## config.mk

```make
export PLATFORM = sky130hd
export DESIGN_NAME = register_bank_sb
export DESIGN_NICKNAME = d
export VERILOG_FILES = /design/src/rtl/register_bank_sb.sv
export SDC_FILE = /design/constraint.sdc
export NUM_CORES = 2
export LEC_CHECK = 0
export CAP_MARGIN = 20
export CORE_MARGIN = 1.5
export CORE_UTILIZATION = 38
export DETAILED_ROUTE_END_ITERATION = 10
export GPL_TIMING_DRIVEN = 0
export PLACE_DENSITY_LB_ADDON = 0.3
export SYNTH_ARGS = -nofsm -noshare
export SYNTH_HDL_FRONTEND = slang
export SYNTH_SLANG_ARGS = --single-unit
```

## constraint.sdc

```tcl
create_clock -name clock -period 3.9 [get_ports clock]
set_input_delay 0.78 -clock clock [delete_from_list [all_inputs] [get_ports clock]]
set_output_delay 0.78 -clock clock [all_outputs]
set_load 0.05 [all_outputs]
```

## src/rtl/register_bank_sb.sv

```systemverilog
// register_bank_sb
//   Register file for the decode/writeback stage: NUM_RD combinational read
//   ports, one write port with unconditional and conditional (multiply-unit /
//   movn) modes, optional same-cycle write-to-read forwarding, a per-register
//   busy scoreboard for multi-cycle producers, and a debug read port.
//
// Parameters
//   DATA_W  register width in bits
//   ADDR_W  register address width, depth = 2**ADDR_W
//   NUM_RD  number of read ports (1..4)
//   BYPASS  1 = committing write data forwarded to matching read ports
//
// Ports
//   clock             system clock, rising edge
//   reset             synchronous, active-high; clears data, busy and count
//   rd_addr           read addresses, port k at [k*ADDR_W +: ADDR_W]
//   rd_data           read data, port k at [k*DATA_W +: DATA_W]
//   rd_busy           busy bit of each addressed register
//   write_enable      00 off, 01 write, 10 conditional write, 11 no-op
//   write_reg         write address
//   write_data        write data
//   muu_write_enable  condition A for conditional write
//   movn              condition B for conditional write
//   issue_valid       mark issue_reg busy
//   issue_reg         register to mark busy
//   dbg_addr          debug read address
//   dbg_data          debug read data, never forwarded
//   write_count       committed writes, saturating at 16'hFFFF

module register_bank_sb #(
    parameter int DATA_W = 32,
    parameter int ADDR_W = 5,
    parameter int NUM_RD = 2,
    parameter int BYPASS = 1
) (
    input  logic                       clock,
    input  logic                       reset,
    input  logic [NUM_RD*ADDR_W-1:0]   rd_addr,
    output logic [NUM_RD*DATA_W-1:0]   rd_data,
    output logic [NUM_RD-1:0]          rd_busy,
    input  logic [1:0]                 write_enable,
    input  logic [ADDR_W-1:0]          write_reg,
    input  logic [DATA_W-1:0]          write_data,
    input  logic                       muu_write_enable,
    input  logic                       movn,
    input  logic                       issue_valid,
    input  logic [ADDR_W-1:0]          issue_reg,
    input  logic [ADDR_W-1:0]          dbg_addr,
    output logic [DATA_W-1:0]          dbg_data,
    output logic [15:0]                write_count
);

    localparam int DEPTH     = 1 << ADDR_W;
    localparam bit BYPASS_ON = (BYPASS != 0);

    logic [DATA_W-1:0] regs [DEPTH];
    logic [DEPTH-1:0]  busy;
    logic [15:0]       write_count_q;

    logic mode_commits;
    logic we_eff;
    logic retire;

    // A write commits in mode 01, or in mode 10 when either condition holds.
    // Register 0 is hardwired, so it never commits.
    assign mode_commits = (write_enable == 2'b01) ||
                          ((write_enable == 2'b10) && (muu_write_enable || movn));
    assign we_eff       = mode_commits && (write_reg != '0);

    // Any writeback attempt (mode 01 or 10) means the producer has retired,
    // even when a conditional write does not commit its data.
    assign retire = ((write_enable == 2'b01) || (write_enable == 2'b10)) &&
                    (write_reg != '0);

    // Data storage and commit counter. Reset wins over any write.
    always_ff @(posedge clock) begin
        if (reset) begin
            for (int i = 0; i < DEPTH; i++) begin
                regs[i] <= '0;
            end
            write_count_q <= '0;
        end else if (we_eff) begin
            regs[write_reg] <= write_data;
            if (write_count_q != 16'hFFFF) begin
                write_count_q <= write_count_q + 16'd1;
            end
        end
    end

    // Scoreboard. The issue assignment comes last so that a same-cycle
    // issue and retire on one register leaves it busy.
    always_ff @(posedge clock) begin
        if (reset) begin
            busy <= '0;
        end else begin
            if (retire) begin
                busy[write_reg] <= 1'b0;
            end
            if (issue_valid && (issue_reg != '0)) begin
                busy[issue_reg] <= 1'b1;
            end
        end
    end

    // Read ports: stored value, optionally overridden by the committing
    // write. Busy is always the registered state.
    always_comb begin
        rd_data = '0;
        rd_busy = '0;
        for (int k = 0; k < NUM_RD; k++) begin
            logic [ADDR_W-1:0] a;
            a = rd_addr[k*ADDR_W +: ADDR_W];
            if (a == '0) begin
                rd_data[k*DATA_W +: DATA_W] = '0;
            end else if (BYPASS_ON && we_eff && (a == write_reg)) begin
                rd_data[k*DATA_W +: DATA_W] = write_data;
            end else begin
                rd_data[k*DATA_W +: DATA_W] = regs[a];
            end
            rd_busy[k] = busy[a];
        end
    end

    assign dbg_data    = (dbg_addr == '0) ? '0 : regs[dbg_addr];
    assign write_count = write_count_q;

endmodule

```

==> flow_summary.toml <==
[setup_path]
r2r_slack_ns = 1.96
crit-reg2reg-launch = "write_count[6]$_SDFFE_PP0P_"
critPathCaptureType = "register"
path_class = "input pin to register"
cp-start-kind = "input pin"
ff2ff_path_depth = 7
crit_fanout = 21
rr_endpoint = "write_count[10]$_SDFFE_PP0P_"
arrival_ns = 4.61
worst_ep_required_time_ns = 4.39

[worst_hold_path]
hp-class = "register to register"
min_to = "busy[12]$_SDFF_PP0_"
hold-path-cell-count = 2
min_from = "busy[12]$_SDFF_PP0_"

[power_and_ir_drop]
power_w = 0.0340
pwr-share-seq_pct = 40.3
power.share.clock_pct = 35.3
internal-power_w = 0.0230
power.leakage_nw = 29.4
swShare_pct = 32.4
power_switching_w = 0.0110
peakVddDrop_v = 0.000528
pwr-share-comb_pct = 24.4
power_density_nw_per_um2 = 406

[grt]
grt.total_usage_pct = 42.1
grt_antenna_before_repair = 40
grt_pass1_vias = 49500
grt_pass1_wl_um = 478000
overflow = 0
grt_max_degree = 33

[synth]
yosys-top-cells-area = "edfxtp_1 46%, mux4_2 27%, and2_1 9.4%"
ys_types = 65
synth_ff_type = "edfxtp_1"
synth_mux_area_share_pct = 31.3
synth_xor_area_share_pct = 0.318
synthCells = 4522
yosysMostFrequentCell = "edfxtp_1"
synth-seq-cells = 1072
synth_top_cell_by_area = "edfxtp_1"
synthSimpleGateAreaFrac_pct = 12.3
synth_async_sr_flop_share_pct = 0
synth_edf_count = 1024
ys_warn_count = 0
yosys-top-cells-count = "1,024 x edfxtp_1, 997 x and2_1, 801 x mux4_2"
synth_top_family_by_area = "multiplexers"
syn_avg_cell_area_um2 = 14.6
ys_seq_area_share_pct = 47.9
yosysTopAreaCellShare_pct = 46.5
synth-compound-area-share_pct = 4.40
synth_area_um2 = 66100
synthAdderAreaFrac_pct = 0.0567

[die]
start_util_pct = 38.4
core_area_um2 = 172000
die_w_um = 420
die_y_um = 420
num_rows = 152
io_pins = 178
die_area_um2 = 177000

[clock_tree]
cts_sinks = 1072
cts_max_level = 4
clockBufferDepth = 3
cts_tree = "yes"
worstSkewPairLatency_ns = 0.82
cts_root_buffer = "clkbuf_16"
clkTransAtPathRegs_ns = 0.06
hold_buffers = 0
cts_buffers = 130

[timing]
fin_crit_sh_pct = 105
hold_violations = 0
fin_ws_ns = -0.212
finalSetupViolCount = 129
grt_setup_unrepaired = "true"
period_needed_ns = 4.11
slew_viol_final = 0
worstMarginPinSlew_ns = 1.42
fin_worst_skew_ns = 0.00497
fin_tns_setup_ns = -10.08
fmax_mhz = 243
slew_headroom_pct = 4.99

[drt]
wl_met2_um = 149000
dr.first_iter.drc_count = 11000
wl_per_cell_um = 49.6
first_pass_iters = 8
totalWireLength_um = 377000
drcViolationCount = 0
vias_per_cell = 7.15
drt-met1-wl_um = 122000
num_vias = 54400
wl_met3_um = 68600
top_layer_used = "met5"
antenna_left = 0

[placement]
portBuffers = 164
place_congestion = 1.12
post-dp-hpwl_um = 266000

[final_layout]
final_nets = 5237
layout-drive-gt1-share_pct = 37.6
area.growth.synth_to_final_pct = 26.6
fillers = 14900

[status]
violations = "negative setup slack"
status = "complete, but fails checks"

[flow_run]
max_cap_violations = 0
## worst max-delay path, stage by stage
cell             delay [ns]
clkdlybuf4s50_1        0.45
o21a_1                 0.15
buf_4                  0.11
nor2_1                 0.03
nor2_1                 0.25
nand3_1                0.49
nor2_1                 1.24
or2_2                  0.73
buf_12                 0.29
## power groups by stage
stage | Sequential (W) | Combinational, W | Clock [W]
after floorplan | 0.0137 | 0.00363 | 0
after CTS | 0.0137 | 0.00749 | 0.0118
after global placement | 0.0139 | 0.00653 | 0
after detailed placement | 0.0139 | 0.00669 | 0
final | 0.0137 | 0.00831 | 0.0120
after global routing | 0.0138 | 0.00811 | 0.0122
## per-layer routing
metal  GRT usage (%)  vias up
met1            47.8    27800
met4            33.2       28
li1                -    19200
met2            55.9     5868
met5            1.33        -
met3            26.0     1517
## cells by family (layout without fill, tap and decap cells)
kind of cell	Yosys count	count (layout)
AO/OA/AOI/OAI	430	430
XOR/XNOR	24	24
adder cells (fa/ha/maj)	3	3
buffers and inverters	512	1226
flip-flops	1072	1072
multiplexers	1068	1068
other	1	63
AND/OR/NAND/NOR	1412	1412
## final cells by class
type / count / area, um^2 / area share (%)
clock buffers: 172 / 3530 / 4.21
multi-input cells: 2969 / 34000 / 40.6
diodes: 31 / 77.6 / 0.0926
inverters: 9 / 50.0 / 0.0598
clock inverters: 57 / 407 / 0.486
flip-flops and latches: 1072 / 31700 / 37.9
well taps: 2310 / 2890 / 3.45
plain buffers: 497 / 5170 / 6.18
repair buffers: 491 / 5880 / 7.02
## placed cells by master, fill, tap and decap left out, drive strengths merged, types with 10 or more instances in the layout
master,count
o21ai,90
a21oi,108
dfxtp,48
conb,32
nor2b,32
mux4,801
inv,19
nand2,112
clkdlybuf4s50,57
o22ai,11
nand4,10
nor2,155
edfxtp,1024
a22oi,60
a211oi,28
or2,31
nand3,36
diode,31
xor2,20
clkinv,43
clkbuf,502
a221oi,60
buf,586
mux2i,260
and2,998
a221o,28
## what timing repair did
action                                  CTS  global route
gates resized for setup                1570           217
setup endpoints to repair                98           105
gates cloned                             11             7
buffers inserted                        134            90
pin swaps                                75            64
endpoints found under the hold margin     0             0
## registers in the layout, indices dropped and copies added (netlist names)
register and cells:
regs 1024, busy 32, write_count 16
## how the worst max path moves through the flow
| stage | startpoint | end | slack (ns) | cells after the start |
|---|---|---|---|---|
| floorplan | write_reg[3] | rd_data[47] | -0.28 | 8 |
| global placement | rd_addr[7] | rd_data[49] | -3.77 | 9 |
| detailed placement | rd_addr[2] | rd_data[14] | -2.99 | 12 |
| CTS | rd_addr[0] | rd_data[9] | -0.08 | 11 |
| global route | rd_addr[0] | rd_data[6] | -0.08 | 11 |
| finish | movn | regs[19][17]$_SDFFCE_PN0P_ | -0.21 | 9 |
## per-stage QoR
step                cell area, um^2  hold WS (ns)  setup WS (ns)  util (%)  instances
floorplan                     66300         0.450         -0.281         -       4553
global placement              70800         0.467          -3.77      41.1       7027
detailed placement            72300         0.480          -2.99      42.0       7108
CTS                           81700         0.489        -0.0829      47.4       7477
global route                  83700         0.509        -0.0839      48.6       7586
finish                        83800         0.489         -0.212      48.6       7608
No activity file was read; power rests on OpenSTA's default activity.
